**src/rtl/bp_pkg.sv**
```systemverilog
// Branch-prediction types and widths shared by the fetch PC generator and the
// branch target buffer.
package bp_pkg;

  // Word-address width of a PC, and width of the 8-byte fetch-block address.
  localparam int PC_W  = 30;
  localparam int FPC_W = 29;

  // Branch type stored with each BTB entry.
  typedef enum logic [1:0] {
    BT_JUMP   = 2'd0,
    BT_BRANCH = 2'd1,
    BT_CALL   = 2'd2,
    BT_RET    = 2'd3
  } bt_e;

  // Word address of the first word of the next sequential fetch block.
  // The block-address increment wraps silently at the top of the space.
  function automatic logic [PC_W-1:0] seq_pc(input logic [FPC_W-1:0] fpc);
    return {fpc + FPC_W'(1), 1'b0};
  endfunction

endpackage

```
**src/rtl/return_addr_stack.sv**
```systemverilog
// Speculative circular return-address stack. A push onto a full stack
// overwrites the oldest entry; a pop on an empty stack is ignored.
// Push and pop are never requested together.
module return_addr_stack
  import bp_pkg::*;
#(
  parameter int DEPTH = 8
) (
  input  logic            clk,
  input  logic            rst,
  input  logic            push,
  input  logic            pop,
  input  logic [PC_W-1:0] push_data,
  output logic [PC_W-1:0] top,
  output logic            empty
);

  localparam int PTR_W = $clog2(DEPTH);
  localparam int CNT_W = $clog2(DEPTH + 1);

  // ptr names the next slot to write; the top of stack sits just below it.
  logic [PTR_W-1:0] ptr;
  logic [CNT_W-1:0] cnt;
  logic [PC_W-1:0]  mem [DEPTH];
  logic [PTR_W-1:0] ptr_prev;
  logic             full;

  assign ptr_prev = ptr - PTR_W'(1);
  assign full     = (cnt == CNT_W'(DEPTH));
  assign empty    = (cnt == '0);
  assign top      = mem[ptr_prev];

  // Stack pointer and occupancy; the pointer wraps because DEPTH is a power of two.
  always_ff @(posedge clk or negedge rst) begin
    if (!rst) begin
      ptr <= '0;
      cnt <= '0;
    end else if (push) begin
      ptr <= ptr + PTR_W'(1);
      if (!full) cnt <= cnt + CNT_W'(1);
    end else if (pop && !empty) begin
      ptr <= ptr_prev;
      cnt <= cnt - CNT_W'(1);
    end
  end

  // Entry storage; contents are only meaningful below the occupancy count.
  always_ff @(posedge clk) begin
    if (push) mem[ptr] <= push_data;
  end

endmodule

```
**src/rtl/fetch_pc_gen.sv**
```systemverilog
// Next-fetch-PC stage: holds the fetch PC, presents it to the BTB and I-fetch,
// and picks the following PC from the same-cycle BTB result, the return-address
// stack, or an execute redirect.
module fetch_pc_gen
  import bp_pkg::*;
#(
  parameter int              RAS_DEPTH = 8,
  parameter logic [PC_W-1:0] RESET_PC  = 30'h0
) (
  input  logic             clk,
  input  logic             rst,
  output logic [FPC_W-1:0] fetch_PC,
  input  logic             hit,
  input  bt_e              btype,
  input  logic [PC_W-1:0]  target,
  output logic             fetch_valid,
  input  logic             fetch_ready,
  output logic             pred_taken,
  output logic [PC_W-1:0]  pred_target,
  input  logic             redirect_valid,
  input  logic [PC_W-1:0]  redirect_pc
);

  logic [PC_W-1:0] pc_q;
  logic [PC_W-1:0] next_pc;
  logic [PC_W-1:0] seq_next;
  logic [PC_W-1:0] ras_top;
  logic            ras_empty;
  logic            ras_push_req;
  logic            ras_pop_req;
  logic            ras_push;
  logic            ras_pop;
  logic            fire;
  logic            pc_lsb_unused;

  // The word-within-block bit only travels with the PC; fetch works on blocks.
  assign fetch_PC      = pc_q[PC_W-1:1];
  assign pc_lsb_unused = pc_q[0];
  assign seq_next      = seq_pc(fetch_PC);
  assign fire          = fetch_valid & fetch_ready;

  // Next-PC selection from the BTB result for the current block.
  always_comb begin
    next_pc      = seq_next;
    ras_push_req = 1'b0;
    ras_pop_req  = 1'b0;
    if (hit) begin
      case (btype)
        BT_JUMP, BT_BRANCH: next_pc = target;
        BT_CALL: begin
          next_pc      = target;
          ras_push_req = 1'b1;
        end
        BT_RET: begin
          next_pc     = ras_empty ? target : ras_top;
          ras_pop_req = 1'b1;
        end
        default: next_pc = target;
      endcase
    end
  end

  // Stack updates follow accepted blocks only; a redirect discards this block's
  // update, and the stack is left as is (no repair of wrong-path pushes/pops).
  assign ras_push = fire & ~redirect_valid & ras_push_req;
  assign ras_pop  = fire & ~redirect_valid & ras_pop_req;

  assign pred_taken  = fetch_valid & hit;
  assign pred_target = next_pc;

  return_addr_stack #(
    .DEPTH(RAS_DEPTH)
  ) u_ras (
    .clk      (clk),
    .rst      (rst),
    .push     (ras_push),
    .pop      (ras_pop),
    .push_data(seq_next),
    .top      (ras_top),
    .empty    (ras_empty)
  );

  // Fetch PC register: redirect beats an accepted request; otherwise hold.
  always_ff @(posedge clk or negedge rst) begin
    if (!rst) begin
      pc_q <= RESET_PC;
    end else if (redirect_valid) begin
      pc_q <= redirect_pc;
    end else if (fire) begin
      pc_q <= next_pc;
    end
  end

  // Request valid: low for the first cycle after reset, then held high.
  always_ff @(posedge clk or negedge rst) begin
    if (!rst) fetch_valid <= 1'b0;
    else      fetch_valid <= 1'b1;
  end

endmodule
```
**config.mk**
```make
export PLATFORM = sky130hd
export DESIGN_NAME = fetch_pc_gen
export DESIGN_NICKNAME = d
export VERILOG_FILES = /design/src/rtl/bp_pkg.sv /design/src/rtl/return_addr_stack.sv /design/src/rtl/fetch_pc_gen.sv
export SDC_FILE = /design/constraint.sdc
export NUM_CORES = 1
export LEC_CHECK = 0
export BUFFER_PORTS_ARGS = -buffer_cell sky130_fd_sc_hd__buf_2
export CAP_MARGIN = 20
export CORE_ASPECT_RATIO = 0.8
export CORE_MARGIN = 2
export CORE_UTILIZATION = 45
export CTS_CLUSTER_DIAMETER = 150
export DETAILED_ROUTE_END_ITERATION = 8
export GPL_TIMING_DRIVEN = 0
export PLACE_DENSITY = 0.69
export SYNTH_ARGS = -nofsm -noshare
export SYNTH_HDL_FRONTEND = slang
export SYNTH_HIERARCHICAL = 1
export SYNTH_SLANG_ARGS = --single-unit
```
**constraint.sdc**
```tcl
create_clock -name clk -period 8.3 [get_ports clk]
set_input_delay 1.66 -clock clk [delete_from_list [all_inputs] [get_ports clk]]
set_output_delay 1.66 -clock clk [all_outputs]
set_load 0.05 [all_outputs]
```
=== After elaboration in Yosys (flattened, before gate mapping) ===
Memories as Yosys holds them, arrays and structs flattened.
Index checks and enable logic that the tools add are counted.

* Register bits: 38
* Bits in latches: 0
* Memory bits (writable): 232
* ROM bits: 0
* Bits of input ports: 67
* Output and inout bits: 61
* Word-level logic and storage cells: 45
* Memories: 1

* Add/subtract/negate cells: 5
* Multiply operators: 0
* Divide/modulo/power cells: 0
* Magnitude comparators: 0
* Equality and inequality tests: 5
* Shift operators: 0
* Mux-type cells: 16
* Bitwise logic cells: 6
* Reduce and logical (&&, ||, !) cells: 8

{| class="wikitable"
|+ Memories
! name !! words !! width !! read ports !! clocked after Yosys merged registers in !! write ports !! RTL line !! source
|-
| u_ras.mem || 8 || 29 || 1 || 0 || 1 || return_addr_stack.sv:24 || <nowiki>logic [PC_W-1:0] mem [DEPTH];</nowiki>
|}

{| class="wikitable"
|+ Operators with widths
! operator !! number
|-
| 30-bit two-way mux || 4
|-
| 30-bit one-hot mux with 2 select lines || 1
|-
| 29-bit by 1-bit adder with 29-bit output, second input constant || 1
|-
| 4-bit two-way mux || 3
|-
| 1-bit two-way mux || 6
|-
| 3-bit two-way mux || 2
|-
| 1-bit AND || 5
|-
| 4-bit by 1-bit adder with 4-bit output, second input constant || 1
|-
| 2-bit equality test, second input constant || 2
|-
| 4-bit equality test, second input constant || 1
|-
| 4-bit zero test || 1
|-
| 2-bit nonzero test || 2
|-
| 4-bit by 1-bit subtractor with 4-bit output, second input constant || 1
|-
| 3-bit by 1-bit adder with 3-bit output, second input constant || 1
|-
| 3-bit OR reduction || 1
|-
| 3-bit by 1-bit subtractor with 3-bit output, second input constant || 1
|-
| 2-bit by 1-bit equality test with 1-bit output, second input constant || 1
|-
| 2-bit zero test || 1
|-
| 2-bit != test, second input constant || 1
|-
| 2-bit AND reduction || 1
|-
| 1-bit logical AND || 1
|-
| 1-bit zero test || 1
|-
| 1-bit inverter || 1
|}

=== Longest topological paths before layout ===
Gate-level depths: netlist of the first run.

* Word-level depth: 7
* Mapped depth: 12
* Depth with buffers taken out: 9

=== By module ===
The synthesis of the first run kept the hierarchy.

{| class="wikitable"
|+ By module, submodules not included
! module !! times used !! cells an instance !! area each (um^2) !! seq. area each (um^2)
|-
| return_addr_stack || 1 || 404 || 9643.0 || 7382.1
|-
| fetch_pc_gen || 1 || 393 || 2975.4 || 750.7
|}

=== Worst setup path before layout of the first run ===
No wires, ideal clock.

* Kind: input-to-reg
* Start point: input port hit
* End point: memory u_ras/mem[2][0] (netlist bit), enable pin
* Setup time: 0.455 ns
* Arrival: 5.474 ns
* Data required time: 7.845 ns
* Setup slack: 2.371 ns
* Cell stages on the path: 8
* Path buffers: 4
* Cells stage by stage: clkbuf_1 -> clkbuf_1 -> clkbuf_1 -> nand2_1 -> nor3_1 -> clkbuf_1 -> nand2_1 -> nor3_1

* Cells in the longest elaborated chain, start to end: 4

{| class="wikitable"
|+ RTL lines
! item !! RTL line !! source
|-
| from (decl) || fetch_pc_gen.sv:13 || <nowiki>input logic hit,</nowiki>
|-
| 1-bit two-way mux || fetch_pc_gen.sv:47 || <nowiki>if (hit) begin</nowiki>
|-
| 1-bit AND || fetch_pc_gen.sv:65 || <nowiki>assign ras_push = fire & ~redirect_valid & ras_push_req;</nowiki>
|-
| named net ras_push || fetch_pc_gen.sv:31 || <nowiki>logic ras_push;</nowiki>
|-
| 1-bit two-way mux || return_addr_stack.sv:49 || <nowiki>if (push) mem[ptr] <= push_data;</nowiki>
|-
| 1-bit two-way mux (implied by the code) || return_addr_stack.sv:49 ||
|-
| to (decl) || return_addr_stack.sv:24 ||
|}

The timed path passes the listed nets, and every way through them passes these cells.

=== Final worst setup path of the first run ===
* Start point: input port btype[1]
* End point: output port pred_target[25]

* Cells in the longest elaborated chain, start to end: 4
* Elaborated cells between the ends (all ways): 7
* Those cells by class: eq/ne: 3; mux: 2; reduce/logical: 2

{| class="wikitable"
|+ RTL lines
! item !! RTL line !! source
|-
| from (decl) || fetch_pc_gen.sv:14 || <nowiki>input bt_e btype,</nowiki>
|-
| 2-bit equality test, or another cell as far along || fetch_pc_gen.sv:48 || <nowiki>case (btype)</nowiki>
|-
| 3-bit OR reduction (no source line) || -- ||
|-
| 30-bit one-hot mux with 2 select lines * || fetch_pc_gen.sv:48 ||
|-
| 30-bit two-way mux * || fetch_pc_gen.sv:47 ||
|-
| to (decl) || fetch_pc_gen.sv:19 || <nowiki>output logic [PC_W-1:0] pred_target,</nowiki>
|}

Every way passes the cells marked *; elsewhere a longest branch is shown, timed or not.

==> results of run 1 <==
Yosys cell counts, types with 3 or more instances:
library cell and instances:
a211o_1 3, a21boi_0 3, a21oi_1 18, a221o_1 5, a31oi_1 9, and2_1 3, and4b_1 5, buf_12 4
buf_2 8, buf_6 3, clkbuf_1 28, dfrtp_1 37, edfxtp_1 240, ha_1 5, inv_1 13, mux2_2 18
mux2_4 16, mux2i_1 13, mux4_1 6, mux4_2 55, nand2_1 88, nand2b_1 4, nand3_1 28, nand4_1 7
nor2_1 17, nor2b_1 4, nor3_1 14, nor3b_1 14, nor4_1 11, o21a_1 16, o21ai_0 15, o21ai_1 3
o311ai_0 11, o31a_1 10, or2_1 5, or2_2 9, xnor2_1 6, xor2_1 8
path summary, 6_finish.rpt:
| path | end |
|---|---|
| max | pred_target[25] |
| min | u_ras/cnt[2]$_DFFE_PN0P_ |
| max reg2reg | u_ras/mem[0][14]$_DFFE_PP_ |
| min reg2reg | u_ras/cnt[2]$_DFFE_PN0P_ |
| max in group asynchronous | pc_q[15]$_DFFE_PN0P_ |
| min in group asynchronous | fetch_valid$_DFF_PN0_ |
cell type report:
class	count	area, µm²	share of cell area
flip-flops and latches	277	8130	0.551
multi-input cells	466	4200	0.285
repair buffers	137	832	0.0564
inverters	14	52.6	0.00356
clock inverters	18	83.8	0.00568
well taps	364	455	0.0308
plain buffers	47	313	0.0212
clock buffers	32	694	0.0470
flip-flops by register name, indices dropped and copies added, names as in the netlist:
name and count:
u_ras/mem 240, u_ras/cnt 4, pc_q 29, fetch_valid 1
u_ras/ptr 3
metrics by stage:
step / util / setup WS [ns] / area [µm²] / hold slack (ns) / std cells
after detailed placement: 0.510 / 2.11 / 14000 / 0.564 / 1305
after floorplan: - / 2.37 / 12600 / 0.516 / 804
final: 0.538 / 2.11 / 14800 / 0.579 / 1355
after global routing: 0.538 / 2.00 / 14800 / 0.620 / 1355
after CTS: 0.538 / 2.16 / 14800 / 0.579 / 1355
after global placement: 0.500 / -0.903 / 13700 / 0.547 / 1292
routing by layer:
layer,track usage,vias to the layer above
met5,0,-
met4,0.0634,0
met3,0.0667,76
met2,0.370,485
met1,0.346,4064
li1,-,3504
report_power, final:
part / switching [mW] / internal [mW]
Sequential: 0.0545 / 1.58
Clock: 0.511 / 0.594
Combinational: 0.946 / 0.795
Total: 1.51 / 2.97
cell families after synthesis:
family          after synthesis
flops                       277
simple gates                224
mux                         110
compound gates              103
buf+inv                      61
xor+xnor                     14
fa+ha+maj                     6
other cells                   2
==> impl_metrics.toml, run 1 <==
[outcome]
outcome = "complete, no violations"

[yosys]
synth_top_area_cell = "edfxtp_1"
synth_warnings = 6
synthTopCellsByArea = "edfxtp_1, mux4_2, dfrtp_1, nand2_1, mux2_4"
seq_area_frac_synth = 0.645
synth_area_per_cell_um2 = 15.8
ys_types = 66
synth_flop_cell = "edfxtp_1"
synth_compound_area_frac = 0.0581
synthMuxAreaShare = 0.158
syn_area_mm2 = 0.0126
synth_top_family_by_area = "multiplexers"
ys_seq_elements = 277
synth_top_area_frac = 0.571
synth_simple_gate_area_frac = 0.0937
syn_inst = 797
async_flop_share = 0.134
synth_xor_xnor_area_share = 0.00972
synthAdderAreaFrac = 0.00654
synth_edf_count = 240

[clocking]
htree_num_levels = 1
cts_hold_buffers = 0
postCtsSetupBuffers = 0
cts_resized = 0
clk_latency_ns = 0.55
clock_path_buffers = 3
cts_root_buf = "clkbuf_16"
cts.sinks = 277
path_clk_slew_ns = 0.06
cts_tree = "yes"
tritoncts.num_buffers = 27

[setup_path]
r2r_start = "fetch_valid$_DFF_PN0_"
path_buf_inv = 5
crit_start = "btype[1]"
cpMostUsedCell = "buf_2"
crit_path_max_fanout = 10
r2r_cells = 10
crit_required_ns = 6.64
crit_arrival_ns = 4.53
path_depth = 8
worst_path_max_delay_cell = "clkbuf_1"
setup.worst_path.end_class = "primary output"
slowest_delay_ns = 0.69
reg2reg_slack_ns = 3.81
crit_type = "in2out"
startpoint_type = "input pin"
path_cells = "buf_2, nand3b_1, buf_1, clkbuf_1, buf_2, nand2_1, a31oi_1, buf_2"
critPathTopFamily = "buffers and inverters"

[finish]
final_common_cell = "edfxtp_1"
n_fill_cell = 2285
area_growth_pct = 17.0
final_cell_mix = "edfxtp_1, buf_2, nand2_1, mux4_2, dfrtp_1"
fin_nets = 1043
diodes = 0
layout-drive-gt1-share = 0.307

[placement]
io_buffers = 124
gp_congestion = 0.929
place_hpwl_mm = 24.4

[floorplan]
dieArea_mm2 = 0.0294
dieHeight_um = 154
core_area_mm2 = 0.0274
start_util = 0.460
dieWidth_um = 191
fp-row-count = 54
io-pin-count = 128

[detailed_routing]
drt-met1-wl_mm = 14.6
wl_per_cell_um = 26.0
drc = 0
drt_wl_total_mm = 35.3
first_iter_violations = 816
wl_met2_mm = 16.0
viasPerCell = 6.00
highest_layer = "met4"
antenna_left = 0
num_vias = 8129
route.met3.wl_mm = 3.80
drt_pass1_iterations = 4

[power_and_ir_drop]
p_per_area_mw_per_mm2 = 303
power_mw = 4.48
ir_drop_mv = 0.179
leakage_nw = 5.20

[global_routing]
grt_pass1_wl_mm = 51.9
overflow = 0
antenna_found_initial = 0
grt_use_total = 0.243
grt_pass1_vias = 8110
grt_max_degree = 38

[sta]
max_freq_ghz = 0.162
slew_headroom = 0.278
slew_violations = 0
fin_setup_tns_ns = 0
post-route-period-util = 0.745
min_period_ns = 6.19
rsz0062_at_grt = "no"
setup_viol = 0
finalClockSkew_ns = 0.0226
tightest_slew_ns = 1.07
hold_viol_final = 0

[min_path]
hold_start = "u_ras/cnt[2]$_DFFE_PN0P_"
hold_class = "reg2reg"
min_path_cells = 1

[flow_run]
cap_violations = 0
Note: power is estimated with default switching activity, not from simulation.
==> run 2, diff against run 1 <==
ABC_AREA = 1   (was not set)
PLACE_DENSITY = 0.68   (was 0.69)
clock period = 6.15 ns   (was 8.3 ns; I/O delays follow)
==> impl_metrics.toml, run 2 <==
[clocking]
htree_num_levels = 1
cts_root_buf = "clkbuf_16"
postCtsSetupBuffers = 0
path_clk_slew_ns = 0.06
cts.sinks = 277
cts_resized = 0
cts_hold_buffers = 0
tritoncts.num_buffers = 28
clock_path_buffers = 3
cts_tree = "yes"
clk_latency_ns = 0.54

[floorplan]
start_util = 0.460
dieArea_mm2 = 0.0305
dieHeight_um = 156
io-pin-count = 128
fp-row-count = 55
core_area_mm2 = 0.0284
dieWidth_um = 195

[detailed_routing]
drt_wl_total_mm = 36.5
num_vias = 10200
first_iter_violations = 1083
drc = 0
wl_per_cell_um = 18.8
antenna_left = 0
drt_pass1_iterations = 5
viasPerCell = 5.27

[min_path]
hold_class = "reg2reg"

[yosys]
synth_area_per_cell_um2 = 9.48
synth_flop_cell = "edfxtp_1"
ys_seq_elements = 277
synth_top_area_cell = "edfxtp_1"
synth_edf_count = 240
syn_area_mm2 = 0.0131
seq_area_frac_synth = 0.622
syn_inst = 1380
yosysMostFrequentCell = "nand2_1"
async_flop_share = 0.134
synthTopCellsByArea = "edfxtp_1, nand2_1, dfrtp_1, nor2_1, o21ai_0"
ys_top_cells_by_count = "nand2_1, edfxtp_1, nor2_1"
synth_warnings = 6
synth_top_area_frac = 0.551
ys_types = 37

[sta]
tightest_slew_ns = 1.01
finalWorstSetupSlack_ns = 0.795
rsz0062_at_grt = "no"
slew_headroom = 0.322
fin_setup_tns_ns = 0
setup_viol = 0
finalClockSkew_ns = 0.0171
slew_violations = 0
max_freq_ghz = 0.187
post-route-period-util = 0.871
hold_ws_ns = 0.601
hold_viol_final = 0
min_period_ns = 5.36

[placement]
dp.cells = 1889
gp_congestion = 0.895
place_area_mm2 = 0.0144
dp_slack_ns = 1.47
place_hpwl_mm = 26.5
io_buffers = 125

[flow_run]
cap_violations = 0

[global_routing]
overflow = 0
grt_pass1_wl_mm = 55.0
antenna_found_initial = 0
grt_max_degree = 38
grt_pass1_vias = 9593
grt_use_total = 0.239

[finish]
layout-drive-gt1-share = 0.162
largest-register = "u_ras/mem"
diodes = 0
final_cell_mix = "nand2_1, edfxtp_1, nor2_1, buf_2, o21ai_0"
final_area_mm2 = 0.0153
n_fill_cell = 2500
reg.largest.list = "u_ras/mem: 240 flops, pc_q: 29 flops, u_ras/cnt: 4 flops"
fin_nets = 1622
area_growth_pct = 16.8
stdcell_count = 1939
fin_util = 0.538
largest_reg_flops = 240
final_common_cell = "nand2_1"

[setup_path]
crit_start = "u_ras/ptr[0]$_DFFE_PN0P_"
endpoint = "pred_target[4]"
reg2reg_slack_ns = 2.43
r2r_cells = 7
crit_required_ns = 4.92
r2r_start = "fetch_valid$_DFF_PN0_"
worst_path_max_delay_cell = "dfrtp_1"
slowest_delay_ns = 0.59
crit_type = "reg2out"
setup.worst_path.end_class = "primary output"
path_cells = "inv_2, buf_4, buf_6, ha_1, buf_2, inv_2, clkbuf_1, o21ai_0, o21ai_1, nand2_1, nand2_1, nor2_1, o21ai_0, buf_2"
timing.rr.end = "u_ras/mem[3][1]$_DFFE_PP_"
crit_arrival_ns = 4.13
crit_path_max_fanout = 10
startpoint_type = "register"

[power_and_ir_drop]
ir_drop_mv = 0.260
p_per_area_mw_per_mm2 = 443
power_mw = 6.77
leakage_nw = 6.33

[outcome]
outcome = "complete, no violations"
run 2: cell count changes after synthesis, sizes merged, moves of 13 or more:
cell / previous run / this run
a21oi: 18 / 0
buf: 17 / 35
inv: 13 / 55
mux2: 36 / 0
mux2i: 13 / 0
mux4: 61 / 0
nand2: 88 / 480
nor2: 17 / 250
nor3b: 14 / 0
nor4: 13 / 0
o21a: 16 / 0
o21ai: 18 / 171
or2: 14 / 1
run 2: cells by family after synthesis:
| kind of cell | after synthesis | share of synthesized area |
|---|---|---|
| other cells | 2 | 0.000574 |
| simple gates | 775 | 0.239 |
| buf+inv | 122 | 0.0443 |
| xor+xnor | 17 | 0.0160 |
| flops | 277 | 0.622 |
| compound gates | 181 | 0.0716 |
| fa+ha+maj | 6 | 0.00631 |
run 2: cell type report:
| class | count | area (µm²) | share of cell area |
|---|---|---|---|
| plain buffers | 65 | 365 | 0.0239 |
| clock buffers | 36 | 752 | 0.0492 |
| clock inverters | 14 | 116 | 0.00762 |
| inverters | 57 | 214 | 0.0140 |
| multi-input cells | 988 | 4450 | 0.292 |
| flip-flops and latches | 277 | 8130 | 0.532 |
| well taps | 370 | 463 | 0.0303 |
| repair buffers | 132 | 781 | 0.0511 |
run 2: worst min-delay path by stage:
stage                             startpoint                       end  depth (start not counted)
CTS                 u_ras/cnt[3]$_DFFE_PN0P_  u_ras/cnt[3]$_DFFE_PN0P_                          2
global placement    u_ras/cnt[3]$_DFFE_PN0P_  u_ras/cnt[3]$_DFFE_PN0P_                          2
finish              u_ras/cnt[2]$_DFFE_PN0P_  u_ras/cnt[2]$_DFFE_PN0P_                          2
floorplan           u_ras/cnt[3]$_DFFE_PN0P_  u_ras/cnt[3]$_DFFE_PN0P_                          2
detailed placement  u_ras/cnt[3]$_DFFE_PN0P_  u_ras/cnt[3]$_DFFE_PN0P_                          2
global route        u_ras/cnt[3]$_DFFE_PN0P_  u_ras/cnt[3]$_DFFE_PN0P_                          2
run 2: where the power goes:
group | switching (mW) | total, mW | internal [mW]
Combinational | 2.13 | 2.95 | 0.820
Clock | 0.676 | 1.62 | 0.940
Sequential | 0.0781 | 2.20 | 2.13
run 2: metal layers:
metal,global-route usage,part of all wire
met5,0,0
met1,0.340,0.42
met3,0.0416,0.11
met4,0.0740,0.029
met2,0.375,0.44
run 2: worst max-delay path: cells and delay by family (launching register included):
| kind | cells | cell delay [ns] |
|---|---|---|
| compound gates | 3 | 0.80 |
| fa+ha+maj | 1 | 0.28 |
| simple gates | 3 | 0.20 |
| flops | 1 | 0.59 |
| buf+inv | 7 | 1.69 |
==> run 3, diff against run 2 <==
clock period = 5 ns   (was 6.15 ns; I/O delays follow)
==> impl_metrics.toml, run 3 (synthesis gave the netlist of run 2 again) <==
[outcome]
outcome = "complete, no violations"

[setup_path]
crit_type = "reg2out"
path_buf_inv = 7
crit_arrival_ns = 3.73
crit_path_max_fanout = 10
path_depth = 14
slowest_delay_ns = 0.49
worst_path_max_delay_cell = "dfrtp_2"
r2r_cells = 7
startpoint_type = "register"
critPathTopFamily = "buffers and inverters"
path_cells = "inv_2, buf_4, buf_6, ha_1, buf_2, inv_2, clkbuf_2, o21ai_0, o21ai_1, nand2_1, nand2_1, nor2_1, o21ai_0, buf_2"
setup.worst_path.end_class = "primary output"
crit_required_ns = 4.00

[sta]
hold_ws_ns = 0.570
setup_viol = 0
hold_viol_final = 0
post-route-period-util = 0.946
finalWorstSetupSlack_ns = 0.269
slew_headroom = 0.329
fin_setup_tns_ns = 0
slew_violations = 0
max_freq_ghz = 0.211
finalClockSkew_ns = 0.0146
tightest_slew_ns = 1.00
rsz0062_at_grt = "no"
min_period_ns = 4.73

[global_routing]
antenna_found_initial = 0
grt_pass1_wl_mm = 55.0
overflow = 0
grt_use_total = 0.239
grt_pass1_vias = 9593
grt_max_degree = 38

[detailed_routing]
first_iter_violations = 1103
drc = 0
drt_wl_total_mm = 36.5
drt_pass1_iterations = 5
wl_per_cell_um = 18.8
antenna_left = 0
num_vias = 10200
viasPerCell = 5.26

[clocking]
cts_tree = "yes"
cts.sinks = 277
tritoncts.num_buffers = 28
htree_num_levels = 1
cts_hold_buffers = 0
clk_latency_ns = 0.54
path_clk_slew_ns = 0.06
cts_root_buf = "clkbuf_16"
clock_path_buffers = 3

[min_path]
hold_class = "in2async"

[power_and_ir_drop]
p_per_area_mw_per_mm2 = 544
leakage_nw = 6.34
power_mw = 8.32
ir_drop_mv = 0.315

[flow_run]
cap_violations = 0

[floorplan]
dieArea_mm2 = 0.0305
dieHeight_um = 156
core_area_mm2 = 0.0284
fp-row-count = 55
io-pin-count = 128
start_util = 0.460
dieWidth_um = 195

[finish]
largest_reg_flops = 240
final_common_cell = "nand2_1"
largest-register = "u_ras/mem"
final_cell_mix = "nand2_1, edfxtp_1, nor2_1, buf_2, o21ai_0"
area_growth_pct = 16.8
fin_nets = 1622
layout-drive-gt1-share = 0.164
diodes = 0
fin_util = 0.538
n_fill_cell = 2502
reg.largest.list = "u_ras/mem: 240 flops, pc_q: 29 flops, u_ras/cnt: 4 flops"

[placement]
place_hpwl_mm = 26.5
gp_congestion = 0.895
dp_slack_ns = 0.551
io_buffers = 125
## run 3: report_power, final
group          total (mW)  switching, mW  internal (mW)
clock                1.98          0.827           1.16
combinational        3.62           2.61           1.01
sequential           2.71         0.0962           2.62
## run 3: area by class of cell
| class | instances | area (µm²) | area share |
|---|---|---|---|
| Tap cell | 370 | 463 | 0.0303 |
| Clock inverter | 14 | 116 | 0.00761 |
| Multi-Input combinational cell | 988 | 4450 | 0.291 |
| Timing Repair Buffer | 132 | 781 | 0.0511 |
| Buffer | 65 | 369 | 0.0242 |
| Inverter | 57 | 214 | 0.0140 |
| Clock buffer | 36 | 752 | 0.0492 |
| Sequential cell | 277 | 8130 | 0.532 |
## run 3: through the flow
step,instance area [µm²],instances
after floorplan,13100,1387
after global placement,14200,1882
after detailed placement,14400,1889
after CTS,15300,1939
after global routing,15300,1939
final,15300,1939
## run 3: final timing paths
path | from | end | slack (ns)
setup / recovery | u_ras/ptr[0]$_DFFE_PN0P_ | pred_target[3] | 0.27
hold / removal | rst | pc_q[26]$_DFFE_PN0P_ | 0.57
setup reg to reg | fetch_valid$_DFF_PN0_ | u_ras/mem[3][1]$_DFFE_PP_ | 1.31
hold reg to reg | u_ras/cnt[3]$_DFFE_PN0P_ | u_ras/cnt[3]$_DFFE_PN0P_ | 0.60
max in group asynchronous | rst | u_ras/ptr[0]$_DFFE_PN0P_ | 3.84
min in group clk | u_ras/cnt[3]$_DFFE_PN0P_ | u_ras/cnt[3]$_DFFE_PN0P_ | 0.60
## run 3: worst reg2reg max path: stages (launching register included)
cell and delay [ns]:
dfrtp_1 0.38, nand2_1 0.09, nor2_1 0.16, clkbuf_1 0.46, inv_1 0.18, nor3_1 0.67
nand2_1 0.45, nor2_4 0.89
## run 3: timing repair
action | in CTS | in global routing
buffers inserted | 0 | 0
endpoints found under the hold margin | 0 | 0
setup endpoints to repair | 1 | 9
gates resized for setup | 1 | 7
gates cloned | 0 | 0
## run 3: routing by layer
layer | vias to the layer above | part of all wire | wire, µm | global-route usage
li1 | 4866 | - | - | -
met1 | 4761 | 0.43 | 15600 | 0.340
met2 | 506 | 0.45 | 16300 | 0.375
met3 | 62 | 0.099 | 3600 | 0.0416
met4 | 0 | 0.027 | 995 | 0.0740
met5 | - | 0 | 0 | 0
